[src/rtl/fifo_ctrl_param_if.sv]
// Handshake/status bundle between a FIFO user and fifo_ctrl_param.
// Optional FIFO_CTRL_ERR_EN adds err_clr/overflow/underflow.
interface fifo_ctrl_param_if #(
  parameter int ADDR_WIDTH = 3
);
  logic                  write_signal;
  logic                  read_signal;
  logic                  wr_accept;
  logic                  rd_accept;
  logic [ADDR_WIDTH-1:0] write_addr;
  logic [ADDR_WIDTH-1:0] read_addr;
  logic [ADDR_WIDTH:0]   data_count;
  logic                  full;
  logic                  empty;
  logic                  almost_full;
  logic                  almost_empty;
`ifdef FIFO_CTRL_ERR_EN
  logic                  err_clr;
  logic                  overflow;
  logic                  underflow;

  modport master (
    output write_signal, read_signal, err_clr,
    input  wr_accept, rd_accept, write_addr, read_addr, data_count,
           full, empty, almost_full, almost_empty, overflow, underflow
  );
  modport slave (
    input  write_signal, read_signal, err_clr,
    output wr_accept, rd_accept, write_addr, read_addr, data_count,
           full, empty, almost_full, almost_empty, overflow, underflow
  );
`else
  modport master (
    output write_signal, read_signal,
    input  wr_accept, rd_accept, write_addr, read_addr, data_count,
           full, empty, almost_full, almost_empty
  );
  modport slave (
    input  write_signal, read_signal,
    output wr_accept, rd_accept, write_addr, read_addr, data_count,
           full, empty, almost_full, almost_empty
  );
`endif
endinterface

[src/rtl/fifo_ctrl_param.sv]
// Parametrised single-clock FIFO controller driving an external dual-port RAM; flags registered from next-count.
// FIFO_CTRL_ERR_EN adds sticky overflow/underflow flags with synchronous err_clr.
module fifo_ctrl_param #(
  parameter int DATA_WIDTH = 8,
  parameter int ADDR_WIDTH = 3,
  parameter int AF_LEVEL   = (1 << ADDR_WIDTH) - 1,
  parameter int AE_LEVEL   = 1
) (
  input logic              clk,
  input logic              rst_n,
  fifo_ctrl_param_if.slave fifo
);
  localparam int DEPTH = 1 << ADDR_WIDTH;
  localparam logic [ADDR_WIDTH:0] DEPTH_C = DEPTH[ADDR_WIDTH:0];
  localparam logic [ADDR_WIDTH:0] AF_C    = AF_LEVEL[ADDR_WIDTH:0];
  localparam logic [ADDR_WIDTH:0] AE_C    = AE_LEVEL[ADDR_WIDTH:0];

  if (DATA_WIDTH < 1 || ADDR_WIDTH < 1 || ADDR_WIDTH > 16 || AF_LEVEL < 1 ||
      AF_LEVEL > DEPTH || AE_LEVEL < 0 || AE_LEVEL > DEPTH - 1) begin : g_bad_param
    $error("fifo_ctrl_param: illegal parameter combination");
  end

  logic [ADDR_WIDTH-1:0] wr_ptr_q, wr_ptr_d;
  logic [ADDR_WIDTH-1:0] rd_ptr_q, rd_ptr_d;
  logic [ADDR_WIDTH:0]   count_q, count_d;
  logic                  full_q, full_d;
  logic                  empty_q, empty_d;
  logic                  afull_q, afull_d;
  logic                  aempty_q, aempty_d;
  logic                  wr_acc, rd_acc;

  // Accepts look only at the registered flags; no same-cycle full->write bypass.
  always_comb begin
    wr_acc   = fifo.write_signal & ~full_q;
    rd_acc   = fifo.read_signal & ~empty_q;
    wr_ptr_d = wr_ptr_q;
    rd_ptr_d = rd_ptr_q;
    count_d  = count_q;
    if (wr_acc) wr_ptr_d = wr_ptr_q + ADDR_WIDTH'(1);
    if (rd_acc) rd_ptr_d = rd_ptr_q + ADDR_WIDTH'(1);
    case ({wr_acc, rd_acc})
      2'b10:   count_d = count_q + (ADDR_WIDTH+1)'(1);
      2'b01:   count_d = count_q - (ADDR_WIDTH+1)'(1);
      default: count_d = count_q;
    endcase
    full_d   = (count_d == DEPTH_C);
    empty_d  = (count_d == '0);
    afull_d  = (count_d >= AF_C);
    aempty_d = (count_d <= AE_C);
  end

  always_ff @(posedge clk or negedge rst_n) begin
    if (!rst_n) begin
      wr_ptr_q <= '0;
      rd_ptr_q <= '0;
      count_q  <= '0;
      full_q   <= 1'b0;
      empty_q  <= 1'b1;
      afull_q  <= 1'b0;
      aempty_q <= 1'b1;
    end else begin
      wr_ptr_q <= wr_ptr_d;
      rd_ptr_q <= rd_ptr_d;
      count_q  <= count_d;
      full_q   <= full_d;
      empty_q  <= empty_d;
      afull_q  <= afull_d;
      aempty_q <= aempty_d;
    end
  end

  assign fifo.wr_accept    = wr_acc;
  assign fifo.rd_accept    = rd_acc;
  assign fifo.write_addr   = wr_ptr_q;
  assign fifo.read_addr    = rd_ptr_q;
  assign fifo.data_count   = count_q;
  assign fifo.full         = full_q;
  assign fifo.empty        = empty_q;
  assign fifo.almost_full  = afull_q;
  assign fifo.almost_empty = aempty_q;

`ifdef FIFO_CTRL_ERR_EN
  logic ovf_q, ovf_d;
  logic unf_q, unf_d;

  // Set has priority over a coincident clear so no error event is lost.
  always_comb begin
    ovf_d = ovf_q;
    unf_d = unf_q;
    if (fifo.err_clr) begin
      ovf_d = 1'b0;
      unf_d = 1'b0;
    end
    if (fifo.write_signal & full_q)  ovf_d = 1'b1;
    if (fifo.read_signal  & empty_q) unf_d = 1'b1;
  end

  always_ff @(posedge clk or negedge rst_n) begin
    if (!rst_n) begin
      ovf_q <= 1'b0;
      unf_q <= 1'b0;
    end else begin
      ovf_q <= ovf_d;
      unf_q <= unf_d;
    end
  end

  assign fifo.overflow  = ovf_q;
  assign fifo.underflow = unf_q;
`endif
endmodule

[src/flat_wrapper.sv]
// flat-port wrapper written by rule: the top's interface ports become plain ports
module fifo_ctrl_param_flat 
#(
  parameter int DATA_WIDTH = 8,
  parameter int ADDR_WIDTH = 3,
  parameter int AF_LEVEL   = (1 << ADDR_WIDTH) - 1,
  parameter int AE_LEVEL   = 1
)
  (clk, rst_n, fifo_write_signal, fifo_read_signal, fifo_wr_accept, fifo_rd_accept, fifo_write_addr, fifo_read_addr, fifo_data_count, fifo_full, fifo_empty, fifo_almost_full, fifo_almost_empty);
  fifo_ctrl_param_if #(.ADDR_WIDTH(ADDR_WIDTH)) fifo_i ();
  input logic clk;
  input logic rst_n;
  input wire logic [$bits(fifo_i.write_signal)-1:0] fifo_write_signal;
  input wire logic [$bits(fifo_i.read_signal)-1:0] fifo_read_signal;
  output wire logic [$bits(fifo_i.wr_accept)-1:0] fifo_wr_accept;
  output wire logic [$bits(fifo_i.rd_accept)-1:0] fifo_rd_accept;
  output wire logic [$bits(fifo_i.write_addr)-1:0] fifo_write_addr;
  output wire logic [$bits(fifo_i.read_addr)-1:0] fifo_read_addr;
  output wire logic [$bits(fifo_i.data_count)-1:0] fifo_data_count;
  output wire logic [$bits(fifo_i.full)-1:0] fifo_full;
  output wire logic [$bits(fifo_i.empty)-1:0] fifo_empty;
  output wire logic [$bits(fifo_i.almost_full)-1:0] fifo_almost_full;
  output wire logic [$bits(fifo_i.almost_empty)-1:0] fifo_almost_empty;
  assign fifo_i.write_signal = fifo_write_signal;
  assign fifo_i.read_signal = fifo_read_signal;
  assign fifo_wr_accept = fifo_i.wr_accept;
  assign fifo_rd_accept = fifo_i.rd_accept;
  assign fifo_write_addr = fifo_i.write_addr;
  assign fifo_read_addr = fifo_i.read_addr;
  assign fifo_data_count = fifo_i.data_count;
  assign fifo_full = fifo_i.full;
  assign fifo_empty = fifo_i.empty;
  assign fifo_almost_full = fifo_i.almost_full;
  assign fifo_almost_empty = fifo_i.almost_empty;
  fifo_ctrl_param #(.DATA_WIDTH(DATA_WIDTH), .ADDR_WIDTH(ADDR_WIDTH), .AF_LEVEL(AF_LEVEL), .AE_LEVEL(AE_LEVEL)) u_core (.clk(clk), .rst_n(rst_n), .fifo(fifo_i));
endmodule
[config.mk]
export PLATFORM = sky130hd
export DESIGN_NAME = fifo_ctrl_param_flat
export DESIGN_NICKNAME = d
export VERILOG_FILES = /design/src/rtl/fifo_ctrl_param_if.sv /design/src/rtl/fifo_ctrl_param.sv /design/src/flat_wrapper.sv
export SDC_FILE = /design/constraint.sdc
export NUM_CORES = 1
export LEC_CHECK = 0
export ABC_AREA = 1
export CORE_MARGIN = 2
export CORE_UTILIZATION = 51
export CTS_CLUSTER_DIAMETER = 60
export CTS_CLUSTER_SIZE = 12
export DETAILED_ROUTE_END_ITERATION = 8
export DONT_BUFFER_PORTS = 1
export PLACE_DENSITY = 0.66
export SLEW_MARGIN = 30
export SYNTH_ARGS = -nofsm -noshare
export SYNTH_HDL_FRONTEND = slang
export SYNTH_SLANG_ARGS = --single-unit
[constraint.sdc]
create_clock -name clk -period 2.1 [get_ports clk]
set_input_delay 0.42 -clock clk [delete_from_list [all_inputs] [get_ports clk]]
set_output_delay 0.42 -clock clk [all_outputs]
set_load 0.1 [all_outputs]
==> run metrics, run 1 <==
Initial DRT Pass Iterations 3; Crit Path Class flop to flop; status completed; R2R setup slack 290 ps; DRT iter0 DRCs 7; Critical Path Fanout Max 4; Area Growth Syn to Fin 31.3%; worst-margin pin slew 613 ps; Initial Utilization 55.6%; EDFF count, synth 0; Post-Syn Area per Cell 9.51 um^2; Mapped Cells 77; CP endpoint u_core.fifo.empty$_DFF_PN1_; cell with the most instances after synthesis nand2_1; crit path launch u_core.fifo.full$_DFF_PN0_; Max Clk Rate 553 MHz; hold_buf cts 1; Post-CTS Setup Repair Bufs 0; count of max-cap constraint violations 0; final net count 107; die area 0.00175 mm^2; Root Driver clkbuf_4; vias in the first global route 569; Row Count 13; Post-synth top cells nand2_1, dfrtp_1, inv_1; syn_nets 86; drt wl/cell 11.8 um; Yosys reg bits 14; Worst Setup End Kind flop; asr flop ratio synth 100%; top cells by area, synth dfrtp_1, ha_1, nand2_1, dfstp_2, xnor2_1; Yosys top cell by area dfrtp_1; first-pass GRT wire length 2530 um; Yosys top cell area share 41.0%; RSZ-0062 raised after global routing no; Remaining Overflow, GRT 0; fin crit share 86.1%; initial antenna violation count 0; Fin. Hold Viols 0; fin area 961 um^2; total CTS buffers 3; Post-route DRC 0; Pins Over Slew Limit 0; worst reg2reg startpoint u_core.fifo.full$_DFF_PN0_; final setup vio count 0; post-route ant nets 0; Ports 20; Clock Latency Late Sink 270 ps; via/cell ratio 4.90; CTS Buffer Depth 2; final wirelength 1320 um; Slew Limit Headroom 59.0%; mapped cell area 732 um^2; Yosys warning count 0; CTS clk-pin slew, worst paths 80 ps; DR vias 549; clock skew 5.49 ps; CTS tree built; HPWL after detailed placement 1050 um; Die Y 41.9 um; n_diodes 0; H-tree depth 1; post_cts resized 0; sequential fraction of the synthesis area 48.2%; ratio of cells with drive above 1 in the final layout 45.4%; Final Wtd Congestion 0.825; clock sink count 14; worst hold-check path type input pin to flop; Chip Width 41.9 um; Reg-to-Reg End u_core.fifo.empty$_DFF_PN1_; Top FF cell, synth dfrtp_1; Yosys cell types 21; WP data required 2310 ps; All-Layer GR Usage 19.2%; dpl cell area 925 um^2; critical path data arrival time 2010 ps; largest net degree at the start of global routing 15; core area 0.00132 mm^2; worst reg2reg path depth 12; I/O Buffers 0; Critical Path Start Type flop; minimum clock period after layout 1810 ps
through the flow:
step | instances | TNS, ps | hold slack [ps] | util (%) | worst slack, ps
global placement | 107 | 0 | 125 | 70.2 | 261
finish | 112 | 0 | 444 | 72.9 | 292
detailed placement | 107 | 0 | 125 | 70.2 | 230
CTS | 112 | 0 | 447 | 72.9 | 292
floorplan | 77 | -1810 | 124 | - | -346
global route | 112 | 0 | 452 | 72.9 | 102
worst min path at each step:
stage | start | endpoint | slack [ps] | depth (start not counted)
after CTS | fifo_read_signal | u_core.fifo.read_addr[2]$_DFFE_PN0N_ | 450 | 4
after floorplan | rst_n | u_core.fifo.almost_full$_DFF_PN0_ | 120 | 0
final | fifo_read_signal | u_core.fifo.read_addr[2]$_DFFE_PN0N_ | 440 | 4
after detailed placement | rst_n | u_core.fifo.data_count[2]$_DFF_PN0_ | 120 | 0
after global placement | rst_n | u_core.fifo.write_addr[1]$_DFFE_PN0P_ | 120 | 0
after global routing | fifo_read_signal | u_core.fifo.read_addr[2]$_DFFE_PN0N_ | 450 | 4
cells by family (layout without fill, tap and decap cells):
kind of cell	Yosys count	count (layout)	share of synthesized area (%)
xor+xnor	7	7	8.38
simple gates	38	38	26.2
buf+inv	9	29	4.62
flops	14	14	48.2
mux	1	1	1.54
compound gates	3	3	2.56
fa+ha+maj	5	5	8.55
cell type report:
| cell class | instances | area (um^2) |
|---|---|---|
| Sequential cell | 14 | 357 |
| Fill cell | 106 | 357 |
| Clock buffer | 4 | 26.3 |
| Multi-Input combinational cell | 54 | 403 |
| Tap cell | 15 | 18.8 |
| Timing Repair Buffer | 16 | 123 |
| Inverter | 9 | 33.8 |
routing by layer:
layer	track usage, %	up-vias	wire, um
met1	23.9	250	600
li1	-	280	-
met4	5.16	0	0
met2	30.3	19	623
met5	0	-	0
met3	8.26	0	99
worst max-delay path: stages, from the launching register on:
cell,delay (ps)
dfrtp_4,490
nor2_4,100
inv_2,70
ha_4,180
nand2_2,60
inv_2,50
nor2_4,110
ha_4,210
inv_2,50
o21ai_2,60
nor2_1,110
nand3_1,120
nor2_1,120
registers in the layout, indices dropped and copies added (netlist names):
name and flops:
u_core.fifo.data_count 4, u_core.fifo.read_addr 3, u_core.fifo.write_addr 3, u_core.fifo.almost_empty 1, u_core.fifo.almost_full 1, u_core.fifo.empty 1, u_core.fifo.full 1
cell usage in the layout, fill, tap and decap left out, drive strengths merged:
master and count:
nand3 6, dlygate4sd3 1, ha 5, xor2 2, buf 15, dfrtp 12, mux2 1, inv 9
or2 1, and2 1, clkbuf 4, nor2 8, nand2 21, xnor2 5, a21oi 1, dfstp 2
nand3b 1, o21ai 2
Power of run 1 is left out: the tool's default activity adds up to more than one toggle a clock period on the data nets, which glitch-free logic cannot reach.
==> inputs of run 2 (changes only) <==
--- a/config.mk
+++ b/config.mk
@@ -7,12 +7,11 @@
 export LEC_CHECK = 0
 export ABC_AREA = 1
 export CORE_MARGIN = 2
-export CORE_UTILIZATION = 51
+export CORE_UTILIZATION = 50
 export CTS_CLUSTER_DIAMETER = 60
 export CTS_CLUSTER_SIZE = 12
 export DETAILED_ROUTE_END_ITERATION = 8
 export DONT_BUFFER_PORTS = 1
-export PLACE_DENSITY = 0.66
 export SLEW_MARGIN = 30
 export SYNTH_ARGS = -nofsm -noshare
 export SYNTH_HDL_FRONTEND = slang
==> run metrics, run 2 (synthesis results as in run 1) <==
status completed; Pins Over Slew Limit 0; All-Layer GR Usage 17.9%; Initial DRT Pass Iterations 2; worst reg2reg startpoint u_core.fifo.full$_DFF_PN0_; minimum clock period after layout 1810 ps; clock sink count 14; fin area 971 um^2; drt wl/cell 11.8 um; post_cts resized 0; Row Count 13; CTS clk-pin slew, worst paths 90 ps; CTS Buffer Depth 2; R2R setup slack 290 ps; RSZ-0062 raised after global routing no; Worst Setup End Kind flop; final net count 107; Die Y 42.3 um; worst-margin pin slew 617 ps; PnR worst setup slack 290 ps; max FFs per register 4; ratio of cells with drive above 1 in the final layout 46.4%; Final Wtd Congestion 0.822; Fin. Hold Viols 0; via/cell ratio 4.85; Remaining Overflow, GRT 0; Post-CTS Setup Repair Bufs 0; Root Driver clkbuf_4; die area 0.00179 mm^2; Crit Path Class flop to flop; dpl cell area 925 um^2; CTS tree built; I/O Buffers 0; final wirelength 1320 um; Chip Width 42.3 um; Clock Latency Late Sink 280 ps; filler cell count 107; Initial Utilization 54.9%; HPWL after detailed placement 1040 um; dpl ws 226 ps; hold_buf cts 1; CP endpoint u_core.fifo.full$_DFF_PN0_; DRT iter0 DRCs 10; Reg-to-Reg End u_core.fifo.full$_DFF_PN0_; setup_tns 0 ps; initial antenna violation count 0; critical path data arrival time 1990 ps; Max Clk Rate 552 MHz; commonest cells after routing, fill and taps aside nand2_1, buf_4, dfrtp_1; H-tree depth 1; Slew Limit Headroom 58.7%; clock skew 1.89 ps; Post-route DRC 0; largest net degree at the start of global routing 15; Critical Path Fanout Max 4; Area Growth Syn to Fin 32.6%; WP data required 2280 ps; first-pass GRT wire length 2350 um; final setup vio count 0; Critical Path Start Type flop; Post-Route Utilization 72.8%; worst hold-check path type input pin to flop; DR vias 543; fin crit share 86.2%; worst reg2reg path depth 12; vias in the first global route 539; count of max-cap constraint violations 0; core area 0.00133 mm^2; post-route ant nets 0; n_diodes 0; Ports 20; crit path launch u_core.fifo.full$_DFF_PN0_; total CTS buffers 3
-- run 2: cell types whose count changed in the layout (fill, tap and decap cells not counted) --
| cell | before | now |
|---|---|---|
| clkbuf_1 | 1 | 0 |
| clkbuf_8 | 0 | 1 |
-- run 2: worst min path at each step --
stage | slack [ps] | end | cells after the start | start
after floorplan | 120 | u_core.fifo.almost_full$_DFF_PN0_ | 0 | rst_n
after global placement | 120 | u_core.fifo.write_addr[1]$_DFFE_PN0P_ | 0 | rst_n
after detailed placement | 120 | u_core.fifo.write_addr[1]$_DFFE_PN0P_ | 0 | rst_n
after CTS | 450 | u_core.fifo.read_addr[2]$_DFFE_PN0N_ | 4 | fifo_read_signal
after global routing | 460 | u_core.fifo.read_addr[0]$_DFFE_PN0N_ | 3 | fifo_read_signal
final | 450 | u_core.fifo.read_addr[2]$_DFFE_PN0N_ | 4 | fifo_read_signal
-- run 2: cell type report --
class / instances / area (um^2) / share of cell area (%)
multi-input cells: 54 / 403 / 41.5
repair buffers: 16 / 123 / 12.6
well taps: 15 / 18.8 / 1.93
flip-flops and latches: 14 / 357 / 36.7
inverters: 9 / 33.8 / 3.48
clock buffers: 4 / 36.3 / 3.74
-- run 2: per-stage QoR --
stage | instances | hold slack, ps
2_1_floorplan | 77 | 124
3_3_place_gp | 107 | 125
3_5_place_dp | 107 | 125
4_1_cts | 112 | 448
5_1_grt | 112 | 464
6_report | 112 | 448
-- run 2: worst max-delay path: stages, from the launching register on --
cell and delay, ps:
dfrtp_4 500, nor2_4 100, inv_2 60, ha_4 180, nand2_2 60, inv_2 50, nor2_4 110, ha_4 140
a21oi_2 30, xnor2_1 190, nand2_1 120, nand3_1 130, nor2_2 60
-- run 2: metal layers --
| layer | track usage [%] | routed length, um | up-vias |
|---|---|---|---|
| met4 | 11.3 | 12 | 0 |
| met5 | 0 | 0 | - |
| met1 | 24.3 | 630 | 247 |
| li1 | - | - | 281 |
| met2 | 25.8 | 606 | 13 |
| met3 | 3.88 | 68 | 2 |
Power of run 2 is left out for the same reason.
